==> src/rtl/fm_wb_packer.sv <==
// Write-back packer for one PE row: packs 8-bit pixels and 6-bit guards into SRAM words.
// Optional feature macro: FM_WB_ZERO_CNT_EN adds zero_cnt_o, a count of accepted 0x00 pixels.

module fm_wb_lane_packer #(
    parameter int LANE_W = 8,
    parameter int LANES  = 8,
    parameter int ADDR_W = 10
) (
    input  logic                    clk,
    input  logic                    rst_n,
    input  logic                    clear_i,
    input  logic [ADDR_W-1:0]       base_addr_i,
    input  logic                    pack_en_i,
    input  logic                    flush_en_i,
    input  logic [LANE_W-1:0]       in_data_i,
    input  logic                    in_valid_i,
    output logic                    in_ready_o,
    output logic                    out_valid_o,
    input  logic                    out_ready_i,
    output logic [ADDR_W-1:0]       out_addr_o,
    output logic [LANE_W*LANES-1:0] out_data_o,
    output logic [LANES-1:0]        out_mask_o,
    output logic                    empty_o
);

    localparam int               CNT_W = $clog2(LANES);
    localparam logic [CNT_W-1:0] LAST  = CNT_W'(LANES - 1);

    logic [CNT_W-1:0]        cnt_q, cnt_d;
    logic [LANE_W*LANES-1:0] pack_q, pack_d;
    logic [LANE_W*LANES-1:0] data_q, data_d;
    logic [LANES-1:0]        mask_q, mask_d;
    logic                    valid_q, valid_d;
    logic [ADDR_W-1:0]       addr_q, addr_d;
    logic [LANE_W*LANES-1:0] merged;
    logic                    accept;
    logic                    hs;
    logic                    out_free;

    // The last lane may only be taken when the output register can take the word.
    assign in_ready_o = pack_en_i && !(cnt_q == LAST && valid_q && !out_ready_i);
    assign accept     = in_valid_i && in_ready_o;
    assign hs         = valid_q && out_ready_i;
    assign out_free   = !valid_q || out_ready_i;

    always_comb begin
        cnt_d   = cnt_q;
        pack_d  = pack_q;
        data_d  = data_q;
        mask_d  = mask_q;
        valid_d = valid_q;
        addr_d  = addr_q;
        merged  = pack_q;
        for (int i = 0; i < LANES; i++) begin
            if (CNT_W'(i) == cnt_q) begin
                merged[i*LANE_W +: LANE_W] = in_data_i;
            end
        end

        if (hs) begin
            valid_d = 1'b0;
            addr_d  = addr_q + ADDR_W'(1);
        end

        if (clear_i) begin
            cnt_d  = '0;
            pack_d = '0;
            addr_d = base_addr_i;
        end else if (accept) begin
            if (cnt_q == LAST) begin
                data_d  = merged;
                mask_d  = '1;
                valid_d = 1'b1;
                pack_d  = '0;
                cnt_d   = '0;
            end else begin
                pack_d = merged;
                cnt_d  = cnt_q + CNT_W'(1);
            end
        end else if (flush_en_i && cnt_q != '0 && out_free) begin
            // Unused lanes are already zero because pack_q is cleared on every hand-off.
            data_d = pack_q;
            for (int i = 0; i < LANES; i++) begin
                mask_d[i] = (CNT_W'(i) < cnt_q);
            end
            valid_d = 1'b1;
            pack_d  = '0;
            cnt_d   = '0;
        end
    end

    always_ff @(posedge clk or negedge rst_n) begin
        if (!rst_n) begin
            cnt_q   <= '0;
            pack_q  <= '0;
            data_q  <= '0;
            mask_q  <= '0;
            valid_q <= 1'b0;
            addr_q  <= '0;
        end else begin
            cnt_q   <= cnt_d;
            pack_q  <= pack_d;
            data_q  <= data_d;
            mask_q  <= mask_d;
            valid_q <= valid_d;
            addr_q  <= addr_d;
        end
    end

    assign out_valid_o = valid_q;
    assign out_addr_o  = addr_q;
    assign out_data_o  = data_q;
    assign out_mask_o  = mask_q;
    assign empty_o     = (cnt_q == '0) && !valid_q;

endmodule

// state | meaning
// IDLE  | waiting for start_i; addresses latched on start
// PACK  | accepting pixels and guards, full words written out
// FLUSH | inputs closed; partial words written, waiting for both paths to drain
// DONE  | one-cycle done_o pulse, then back to IDLE
module fm_wb_packer #(
    parameter int WORD_BYTES     = 8,
    parameter int GUARD_PER_WORD = 4,
    parameter int ADDR_W         = 10
) (
    input  logic                        clk,
    input  logic                        rst_n,
    input  logic                        start_i,
    input  logic [ADDR_W-1:0]           base_addr_i,
    input  logic [ADDR_W-1:0]           guard_base_addr_i,
    input  logic [7:0]                  data_i,
    input  logic                        data_valid_i,
    output logic                        data_ready_o,
    input  logic [5:0]                  guard_i,
    input  logic                        guard_valid_i,
    output logic                        guard_ready_o,
    input  logic                        finish_i,
    output logic                        mem_wr_valid_o,
    input  logic                        mem_wr_ready_i,
    output logic [ADDR_W-1:0]           mem_wr_addr_o,
    output logic [8*WORD_BYTES-1:0]     mem_wr_data_o,
    output logic [WORD_BYTES-1:0]       mem_wr_mask_o,
    output logic                        gmem_wr_valid_o,
    input  logic                        gmem_wr_ready_i,
    output logic [ADDR_W-1:0]           gmem_wr_addr_o,
    output logic [6*GUARD_PER_WORD-1:0] gmem_wr_data_o,
    output logic [GUARD_PER_WORD-1:0]   gmem_wr_mask_o,
`ifdef FM_WB_ZERO_CNT_EN
    output logic [15:0]                 zero_cnt_o,
`endif
    output logic                        busy_o,
    output logic                        done_o
);

    typedef enum logic [1:0] {
        S_IDLE  = 2'd0,
        S_PACK  = 2'd1,
        S_FLUSH = 2'd2,
        S_DONE  = 2'd3
    } state_t;

    state_t state_q, state_d;
    logic   start_acc;
    logic   pack_en;
    logic   flush_en;
    logic   fm_empty;
    logic   g_empty;

    always_ff @(posedge clk or negedge rst_n) begin
        if (!rst_n) begin
            state_q <= S_IDLE;
        end else begin
            state_q <= state_d;
        end
    end

    always_comb begin
        state_d = state_q;
        case (state_q)
            S_IDLE:  if (start_i)             state_d = S_PACK;
            S_PACK:  if (finish_i)            state_d = S_FLUSH;
            S_FLUSH: if (fm_empty && g_empty) state_d = S_DONE;
            S_DONE:                           state_d = S_IDLE;
            default:                          state_d = S_IDLE;
        endcase
    end

    always_comb begin
        start_acc = (state_q == S_IDLE) && start_i;
        pack_en   = (state_q == S_PACK);
        flush_en  = (state_q == S_FLUSH);
        busy_o    = (state_q != S_IDLE);
        done_o    = (state_q == S_DONE);
    end

    fm_wb_lane_packer #(
        .LANE_W (8),
        .LANES  (WORD_BYTES),
        .ADDR_W (ADDR_W)
    ) u_fm (
        .clk         (clk),
        .rst_n       (rst_n),
        .clear_i     (start_acc),
        .base_addr_i (base_addr_i),
        .pack_en_i   (pack_en),
        .flush_en_i  (flush_en),
        .in_data_i   (data_i),
        .in_valid_i  (data_valid_i),
        .in_ready_o  (data_ready_o),
        .out_valid_o (mem_wr_valid_o),
        .out_ready_i (mem_wr_ready_i),
        .out_addr_o  (mem_wr_addr_o),
        .out_data_o  (mem_wr_data_o),
        .out_mask_o  (mem_wr_mask_o),
        .empty_o     (fm_empty)
    );

    fm_wb_lane_packer #(
        .LANE_W (6),
        .LANES  (GUARD_PER_WORD),
        .ADDR_W (ADDR_W)
    ) u_guard (
        .clk         (clk),
        .rst_n       (rst_n),
        .clear_i     (start_acc),
        .base_addr_i (guard_base_addr_i),
        .pack_en_i   (pack_en),
        .flush_en_i  (flush_en),
        .in_data_i   (guard_i),
        .in_valid_i  (guard_valid_i),
        .in_ready_o  (guard_ready_o),
        .out_valid_o (gmem_wr_valid_o),
        .out_ready_i (gmem_wr_ready_i),
        .out_addr_o  (gmem_wr_addr_o),
        .out_data_o  (gmem_wr_data_o),
        .out_mask_o  (gmem_wr_mask_o),
        .empty_o     (g_empty)
    );

`ifdef FM_WB_ZERO_CNT_EN
    logic [15:0] zero_cnt_q, zero_cnt_d;

    always_comb begin
        zero_cnt_d = zero_cnt_q;
        if (start_acc) begin
            zero_cnt_d = '0;
        end else if (data_valid_i && data_ready_o && data_i == 8'h00 && zero_cnt_q != 16'hFFFF) begin
            zero_cnt_d = zero_cnt_q + 16'd1;
        end
    end

    always_ff @(posedge clk or negedge rst_n) begin
        if (!rst_n) begin
            zero_cnt_q <= '0;
        end else begin
            zero_cnt_q <= zero_cnt_d;
        end
    end

    assign zero_cnt_o = zero_cnt_q;
`endif

endmodule

==> config.mk <==
export PLATFORM = sky130hd
export DESIGN_NAME = fm_wb_packer
export DESIGN_NICKNAME = d
export VERILOG_FILES = /design/src/rtl/fm_wb_packer.sv
export SDC_FILE = /design/constraint.sdc
export NUM_CORES = 1
export LEC_CHECK = 0
export CORE_MARGIN = 1
export CORE_UTILIZATION = 40
export CTS_CLUSTER_DIAMETER = 80
export DETAILED_ROUTE_END_ITERATION = 8
export DONT_BUFFER_PORTS = 1
export PLACE_DENSITY = 0.62
export REMOVE_ABC_BUFFERS = 1
export SYNTH_ARGS = -nofsm -noshare
export SYNTH_HDL_FRONTEND = slang
export SYNTH_SLANG_ARGS = --single-unit
==> constraint.sdc <==
create_clock -name clk -period 4.8 [get_ports clk]
set_input_delay 1.2 -clock clk [delete_from_list [all_inputs] [get_ports clk]]
set_output_delay 1.2 -clock clk [all_outputs]
set_load 0.01 [all_outputs]
==> impl_metrics.csv <==
group,metric,value,unit
status,status,"completed",
global_route,grt_pass1_wl,36.9,mm
power,power_density,537,nW/um^2
critical_path,cpPeakStageDelay,570,ps
die,num_rows,58,
clocking,cts_tree,"yes",
critical_path,worstPathCellList,"ha_1 > ha_1 > and3b_1 > nor2_1",
clocking,cts.sinks,217,
timing,setup_slack,1240,ps
timing,min_period,3560,ps
critical_path,reg2reg_slack,1750,ps
yosys,synth_seq_area_share,53.0,%
critical_path,cp_max_fo,13,
clocking,cts_max_level,1,
cells_and_area,drive_gt1_share,17.0,%
routing,wirelength,23.5,mm
die,start_util,40.7,%
global_route,track_usage,17.9,%
cells_and_area,area_delta_synth_final,9.69,%
routing,drt-vias-per-instance,5.61,
timing,fin_crit_sh,74.1,%
global_route,grt_pass1_vias,6165,
die,die_h,162,um
yosys,synth_top_area_cell,"dfrtp_1",
timing,setup_viol,0,
timing,skew,15.6,ps
timing,max_freq,281,MHz
critical_path,start_kind,"flop",
critical_path,reg2reg_from,"state_q[1]",
placement,place_ws,1370,ps
clocking,postCtsSetupRepairBufs,0,
yosys,synth.top_cell.area_share,53.0,%
routing,drtPass1Iterations,6,
global_route,gr-total-overflow,0,
routing,drt-initial-drc-count,417,
timing,drv_slew,0,
placement,gp_congestion,0.796,
yosys,yosysWarnings,0,
cells_and_area,fin_nets,823,
yosys,syn-instance-count,785,
timing,tightest_slew,1050,ps
yosys,netlist_top_cells_area,"dfrtp_1, mux2_1, a22o_1",
die,fp.coreArea,25200,um^2
timing,rsz0062_at_grt,"no",
yosys,ys.flop_type,"dfrtp_1",
global_route,grt_max_degree,218,
critical_path,cp_slowest_cell,"and3b_1",
routing,drcViolationCount,0,
yosys,async_reset_ff_share,100,%
clocking,cts_resized,0,
critical_path,reg2regPathDepth,7,
timing,hold_violations,0,
power,p_leak,5.30,nW
yosys,yosysUniqueCellTypes,55,
global_route,antenna_found_initial,0,
worst_hold_path,hold_class,"in2async",
yosys,synth_area,10200,um^2
yosys,synth_edf_count,0,
yosys,synth-seq-cells,217,
clocking,cts_hold_buffers,0,
job,cap_violations,0,
die,ios,168,
power,vdd_ir_drop_max,0.308,mV
die,die_w,162,um
routing,ant_nets,0,
clocking,clkLatencyLatePin,520,ps
power,p_total,0.00604,W
clocking,cts_buffer_depth,3,
critical_path,critPathKind,"reg2out",
placement,port_buffers,0,
cells_and_area,fin_util,44.6,%
timing,fin_setup_tns,0,ps
routing,via_count,6243,
critical_path,cp.required,3600,ps
cells_and_area,antenna_cells,0,
yosys,avgSynthCellArea,13.0,um^2
timing,slew_headroom,29.2,%
placement,hpwl,15.4,mm
critical_path,arrival,2360,ps
clocking,numCtsBuffers,24,
critical_path,cp-end-kind,"primary output",
critical_path,r2r-end,"u_guard.out_data_o[4]",
clocking,cts-root-buf,"clkbuf_16",
routing,wire_per_inst,21.1,um
die,dieArea,26300,um^2
critical_path,cpMostUsedCell,"ha_1",
clocking,clkTransAtPathRegs,60,ps
==> worst max-delay path by stage <==
stage / slack (ps) / startpoint / endpoint / cells past startpoint
floorplan: 420 / data_valid_i / u_fm.out_data_o[0] / 4
global placement: 1480 / guard_valid_i / u_guard.out_data_o[12] / 5
detailed placement: 1370 / guard_valid_i / u_guard.out_data_o[4] / 5
CTS: 1250 / u_fm.cnt_q[1] / data_ready_o / 4
global route: 1090 / u_fm.cnt_q[1] / data_ready_o / 4
finish: 1240 / u_fm.cnt_q[1] / data_ready_o / 4
==> flip-flops by register name, summed over array words and instances, names as in the netlist <==
signal and flops:
u_fm.out_data_o 64, u_fm.pack_q 64, u_fm.out_addr_o 10, u_fm.cnt_q 3, state_q 2, u_guard.cnt_q 2
u_guard.out_data_o 24, u_guard.out_valid_o 1, u_guard.pack_q 24, u_fm.out_mask_o 8, u_guard.out_mask_o 4, u_fm.out_valid_o 1
u_guard.out_addr_o 10
==> worst max-delay path, delay by kind of cell (launching register included) <==
| family | cells | cell delay, ps |
|---|---|---|
| DFF | 1 | 550 |
| and+or+nand+nor | 2 | 780 |
| adders and majority gates | 2 | 500 |
==> kinds of logic (layout without fill, tap and decap cells) <==
| group | count (synthesis) | in the layout | share of synthesized area (%) |
|---|---|---|---|
| AO/OA/AOI/OAI | 153 | 153 | 12.2 |
| flip-flops | 217 | 217 | 53.0 |
| AND/OR/NAND/NOR | 141 | 141 | 7.83 |
| adder cells (fa/ha/maj) | 15 | 15 | 1.83 |
| XOR/XNOR | 18 | 18 | 1.54 |
| buffers and inverters | 61 | 59 | 3.14 |
| multiplexers | 180 | 180 | 20.4 |
==> layer usage <==
layer / up-vias / wire [um] / track usage (%)
li1: 2859 / - / -
met1: 3196 / 10400 / 24.4
met2: 167 / 10900 / 28.0
met3: 21 / 1840 / 5.18
met4: 0 / 329 / 4.16
met5: - / 0 / 0
==> cell usage in the layout, fill, tap and decap left out, types with 3 or more instances in the layout <==
cell type and count:
dfrtp_1 217, mux2_1 99, a22o_1 59, nand2_1 44
o2bb2ai_1 41, mux2_2 37, mux2_4 24, clkbuf_16 24
o21ai_0 23, mux2i_1 20, nand3_1 16, ha_1 15
nor2_1 14, inv_1 11, o21a_1 10, xnor2_1 10
and3_1 8, xor2_1 8, and2_1 8, or3_1 7
clkinv_2 7, nor3_1 6, nand4_1 6, nand2b_1 5
clkinvlp_4 5, buf_4 5, and3b_1 3, a21oi_2 3
a21oi_1 3, nor3_4 3, o2bb2ai_2 3, bufinv_16 3
==> final cells by class <==
class	count	area, um^2
clock buffers	26	628
clock inverters	17	188
fillers	2280	13900
inverters	11	41.3
multi-input cells	507	4500
flip-flops and latches	217	5430
well taps	330	413
repair buffers	5	37.5
==> metrics by stage <==
| stage | instances | area (um^2) | hold WS (ps) |
|---|---|---|---|
| final | 1113 | 11200 | 388 |
| after global routing | 1113 | 11200 | 355 |
| after CTS | 1113 | 11200 | 360 |
| after detailed placement | 1070 | 10400 | 468 |
| after global placement | 1070 | 10400 | 461 |
| after floorplan | 735 | 9960 | 449 |
==> cells in the mapped netlist, types with 3 or more instances <==
| cell type | count |
|---|---|
| a21oi_1 | 3 |
| a21oi_2 | 3 |
| a22o_1 | 59 |
| and2_1 | 9 |
| and3_1 | 8 |
| and3b_1 | 3 |
| buf_1 | 4 |
| buf_2 | 14 |
| buf_4 | 6 |
| buf_6 | 7 |
| clkbuf_1 | 19 |
| dfrtp_1 | 217 |
| ha_1 | 15 |
| inv_1 | 11 |
| mux2_1 | 99 |
| mux2_2 | 37 |
| mux2_4 | 24 |
| mux2i_1 | 20 |
| nand2_1 | 44 |
| nand2b_1 | 5 |
| nand3_1 | 16 |
| nand4_1 | 6 |
| nor2_1 | 14 |
| nor3_1 | 6 |
| nor3_4 | 3 |
| o21a_1 | 10 |
| o21ai_0 | 23 |
| o2bb2ai_1 | 41 |
| o2bb2ai_2 | 3 |
| or3_1 | 7 |
| xnor2_1 | 10 |
| xor2_1 | 8 |
==> report_power, final <==
group	internal, W	switching (W)
logic	0.000648	0.000830
clock network	0.00111	0.000770
registers	0.00221	0.000472
total	0.00397	0.00207
(Power assumes the default switching activity.)
==> RTL edit 1: new RTL, same flow settings <==
The 4 states of `state_t` get a Gray code encoding in 2 bits.
--- a/src/rtl/fm_wb_packer.sv
+++ b/src/rtl/fm_wb_packer.sv
@@ -155,10 +155,10 @@
 );
 
     typedef enum logic [1:0] {
-        S_IDLE  = 2'd0,
-        S_PACK  = 2'd1,
-        S_FLUSH = 2'd2,
-        S_DONE  = 2'd3
+        S_IDLE  = 2'b00,
+        S_PACK  = 2'b01,
+        S_FLUSH = 2'b11,
+        S_DONE  = 2'b10
     } state_t;
 
     state_t state_q, state_d;
Behaviour: no difference found for any inputs over 4 cycles, from zero or initial values and one cycle with rst_n low; so few cycles prove little.
==> RTL edit 1 against the original RTL <==
  * Global-route usage rose by 2.3 points
  * Non-clock buffer count rose by 3
  * Critical endpoint unchanged
  * Worst setup slack got worse by 0.21 ns
  * Synthesized area fell by 3.5%
  * Cell count rose by 13%
  * Maximum frequency fell by 5.6%
  * Power rose by 21%
  * Sequential cell count did not move
  * Largest power group unchanged
  * Wire length rose by 9.5%
  * Design area fell by 3.0%
  * Sequential share of layout area rose by 1.5 points
  * Largest cell class unchanged
==> RTL edit 1: results (changes against the original RTL) <==
- NetSw: 2.769 mW (+34%)
- Final Util: 44.95% (+0.34 points)
- Clock buf count: 36 (+38%)
- P_seq: 3.29 mW (+23%)
- P_leak: 4.830 nW (-8.9%)
- Avg Synthesized Cell Area: 10.32 sq um (-21%)
- Bufs w/o clock: 8 (+3)
- Slew @ Worst Pin: 0.9497 ns (-0.1029 ns)
- Met3 WL: 2022 um (+9.7%)
- Fill cell count: 2,322 (+1.8%)
- Hold Slack: 0.3829 ns (-0.005325 ns)
- Commonest cells post-synth: 217 x dfrtp_1, 156 x nand2_1, 65 x nor3_1
- Worst Skew: 0.01938 ns (+0.003767 ns)
- Reg-to-reg critical path endpoint: u_fm.out_mask_o[1]
- Cells after DPL: 1,218 (+14%)
- R2R Setup Slk: 1.69 ns (-0.06 ns)
- Clock network area share: 7.909% (+0.65 points)
- Initial antenna violation count: 0 (unchanged)
- CP peak stage delay: 0.71 ns (+0.14 ns)
- Placed instance area: 0.01004 sq mm (-3.7%)
- Outcome: finished, final reports clean
- First-pass iteration count of the detailed router: 5 (-1)
- Number of global-route vias before repair: 7,104 (+15%)
- DP Worst Slack: 1.475 ns (+0.1026 ns)
- Wire length on met1: 11,680 um (+12%)
- Top cells by area, synth: dfrtp_1 55%, nand2_1 5.9%, a31oi_1 3.9%
- Multi-input gates: 654 (+29%)
- Tapcells: 324 (-1.8%)
- Layout Nets: 973 (+18%)
- Reg-to-reg critical path startpoint: u_fm.cnt_q[0]
- Routability Congestion: 0.7581 (-4.7%)
- Grt met3 use: 5.340% (+0.16 points)
- Library cells used by synthesis: 53 (-3.6%)
- Layout cell share with drive strength beyond 1: 7.356% (-9.6 points)
- GRT Resource Usage Total: 20.14% (+2.3 points)
- Detailed placement HPWL: 15,920 um (+3.1%)
- 1st-iter DRT viols: 500 (+20%)
- Sequential cell area share: 49.82% (+1.5 points)
- Clk pwr: 1.97 mW (+5%)
- Met1 Usage GRT: 28.11% (+3.8 points)
- Fraction of area in multi-input gates: 37.49% (-2.5 points)
- Buffer share of cell area: 0.5510% (+0.22 points)
- Net Sw Frac: 38.00% (+3.7 points)
- Non-clock inverter count: 15 (+4)
- First-pass GRT wire length: 41,150 um (+12%)
- Drt wl/cell: 20.40 um (-3.4%)
- Data arrival time of the critical path: 2.57 ns (+0.21 ns)
- Met2 wire length: 11,690 um (+7.2%)
RTL edit 1: cell count changes after synthesis, moves of 18 or more:
cell	delta
nand2_1	+112
mux2_1	-99
a31oi_1	+60
nor3_1	+59
o2bb2ai_1	-41
mux2_2	-35
a221o_1	+32
and3_1	+28
mux2_4	-24
clkbuf_1	+20
nand3_1	+18
RTL edit 1: kinds of logic after synthesis:
| logic type | synth area share [%] |
|---|---|
| and+or+nand+nor | 18.79 |
| AOI/OAI and AO/OA | 16.27 |
| DFF | 54.96 |
| buffers and inverters | 3.913 |
| muxes | 3.065 |
| xor gates and xnor gates | 1.596 |
| adders and majority gates | 1.393 |
RTL edit 1: worst reg2reg max path: cells and delay by family, from the launching register on:
family / cells / cell delay (ns)
fa+ha+maj: 1 / 0.20
simple gates: 3 / 1.43
buf+inv: 2 / 0.57
compound gates: 1 / 0.28
flops: 1 / 0.49
==> RTL edit 2: new RTL, same settings <==
Without the edit above. `WORD_BYTES`: 8 -> 4.
--- a/src/rtl/fm_wb_packer.sv
+++ b/src/rtl/fm_wb_packer.sv
@@ -121,7 +121,7 @@
 // FLUSH | inputs closed; partial words written, waiting for both paths to drain
 // DONE  | one-cycle done_o pulse, then back to IDLE
 module fm_wb_packer #(
-    parameter int WORD_BYTES     = 8,
+    parameter int WORD_BYTES     = 4,
     parameter int GUARD_PER_WORD = 4,
     parameter int ADDR_W         = 10
 ) (
Interface: changed (resized mem_wr_data_o and mem_wr_mask_o); port bits go from 168 to 132. No check against the original RTL was run, so the function may have changed too.
==> RTL edit 2 against the original RTL <==
  * Critical path depth shrank 2
  * Largest power group unchanged
  * Maximum frequency grew 21%
  * Combinational power shrank 20%
  * Wire length shrank 37%
  * Power shrank 24%
  * Sequential cell count shrank 69
  * Worst setup slack gained 0.61 ns
  * Design area shrank 32%
  * Synthesized area shrank 33%
==> RTL edit 2: results (changes against the original RTL) <==
- Via count: 4,195 (-33%)
- First-pass GRT wire length: 24,360 um (-34%)
- Final wirelength: 14,840 um (-37%)
- 1st-iter DRT viols: 211 (-49%)
- Multi-input gate area: 0.002997 sq mm (-33%)
- Avg Synthesized Cell Area: 12.87 sq um (-1.4%)
- Max VDD drop: 0.0003713 V (+21%)
- CP peak stage delay: 0.29 ns (-0.28 ns)
- Outcome: finished, final reports clean
- Slowest CP cell: and2_1
- Clock network area share: 7.952% (+0.69 points)
- Library cells used by synthesis: 43 (-22%)
- Data arrival time of the critical path: 1.75 ns (-0.61 ns)
- Sequential cell area share: 48.43% (+0.094 points)
- Met2 wire length: 7092 um (-35%)
- Grt met3 use: 6.697% (+1.5 points)
- Slew @ Worst Pin: 1.177 ns (+0.1240 ns)
- CTS H-tree lvls: 4 (+3)
- Bufs w/o clock: 3 (-2)
- Clock buf count: 19 (-27%)
- DP Worst Slack: 1.542 ns (+0.1695 ns)
- Multi-input gates: 349 (-31%)
- Synth Instances: 535 (-32%)
- Synth Register Bits: 148 (-32%)
- Detailed placement HPWL: 10,100 um (-35%)
- Fill cell count: 1,512 (-34%)
- Commonest cells post-synth: 148 x dfrtp_1, 59 x mux2_2, 37 x mux2_1
- Met1 Usage GRT: 21.43% (-2.9 points)
- Number of global-route vias before repair: 4,530 (-27%)
- Buffer share of cell area: 0.2945% (-0.040 points)
- P_leak: 3.584 nW (-32%)
==> RTL edit 2: final timing paths <==
check	to	slack, ns	cells after the start	from
setup / recovery	guard_ready_o	1.85	2	gmem_wr_ready_i
hold reg to reg	u_guard.pack_q[18]	0.48	1	u_guard.pack_q[18]
hold / removal	u_fm.out_data_o[21]	0.48	0	rst_n
min in group clk	u_guard.pack_q[18]	0.48	1	u_guard.pack_q[18]
setup reg to reg	u_guard.out_data_o[3]	2.00	7	u_guard.cnt_q[1]
max in group asynchronous	u_guard.pack_q[20]	4.09	0	rst_n
==> RTL edit 2: kinds of logic after synthesis <==
family	count (synthesis)	synth area share [%]
xor gates and xnor gates	18	2.290
and+or+nand+nor	112	8.708
muxes	117	19.92
AOI/OAI and AO/OA	86	9.707
buffers and inverters	38	2.654
adders and majority gates	16	2.909
DFF	148	53.81
==> RTL edit 2: report_power, final <==
part | total [mW] | internal (mW) | switching [mW]
logic | 1.19 | 0.560 | 0.625
registers | 2.03 | 1.60 | 0.428
clock network | 1.36 | 0.828 | 0.535
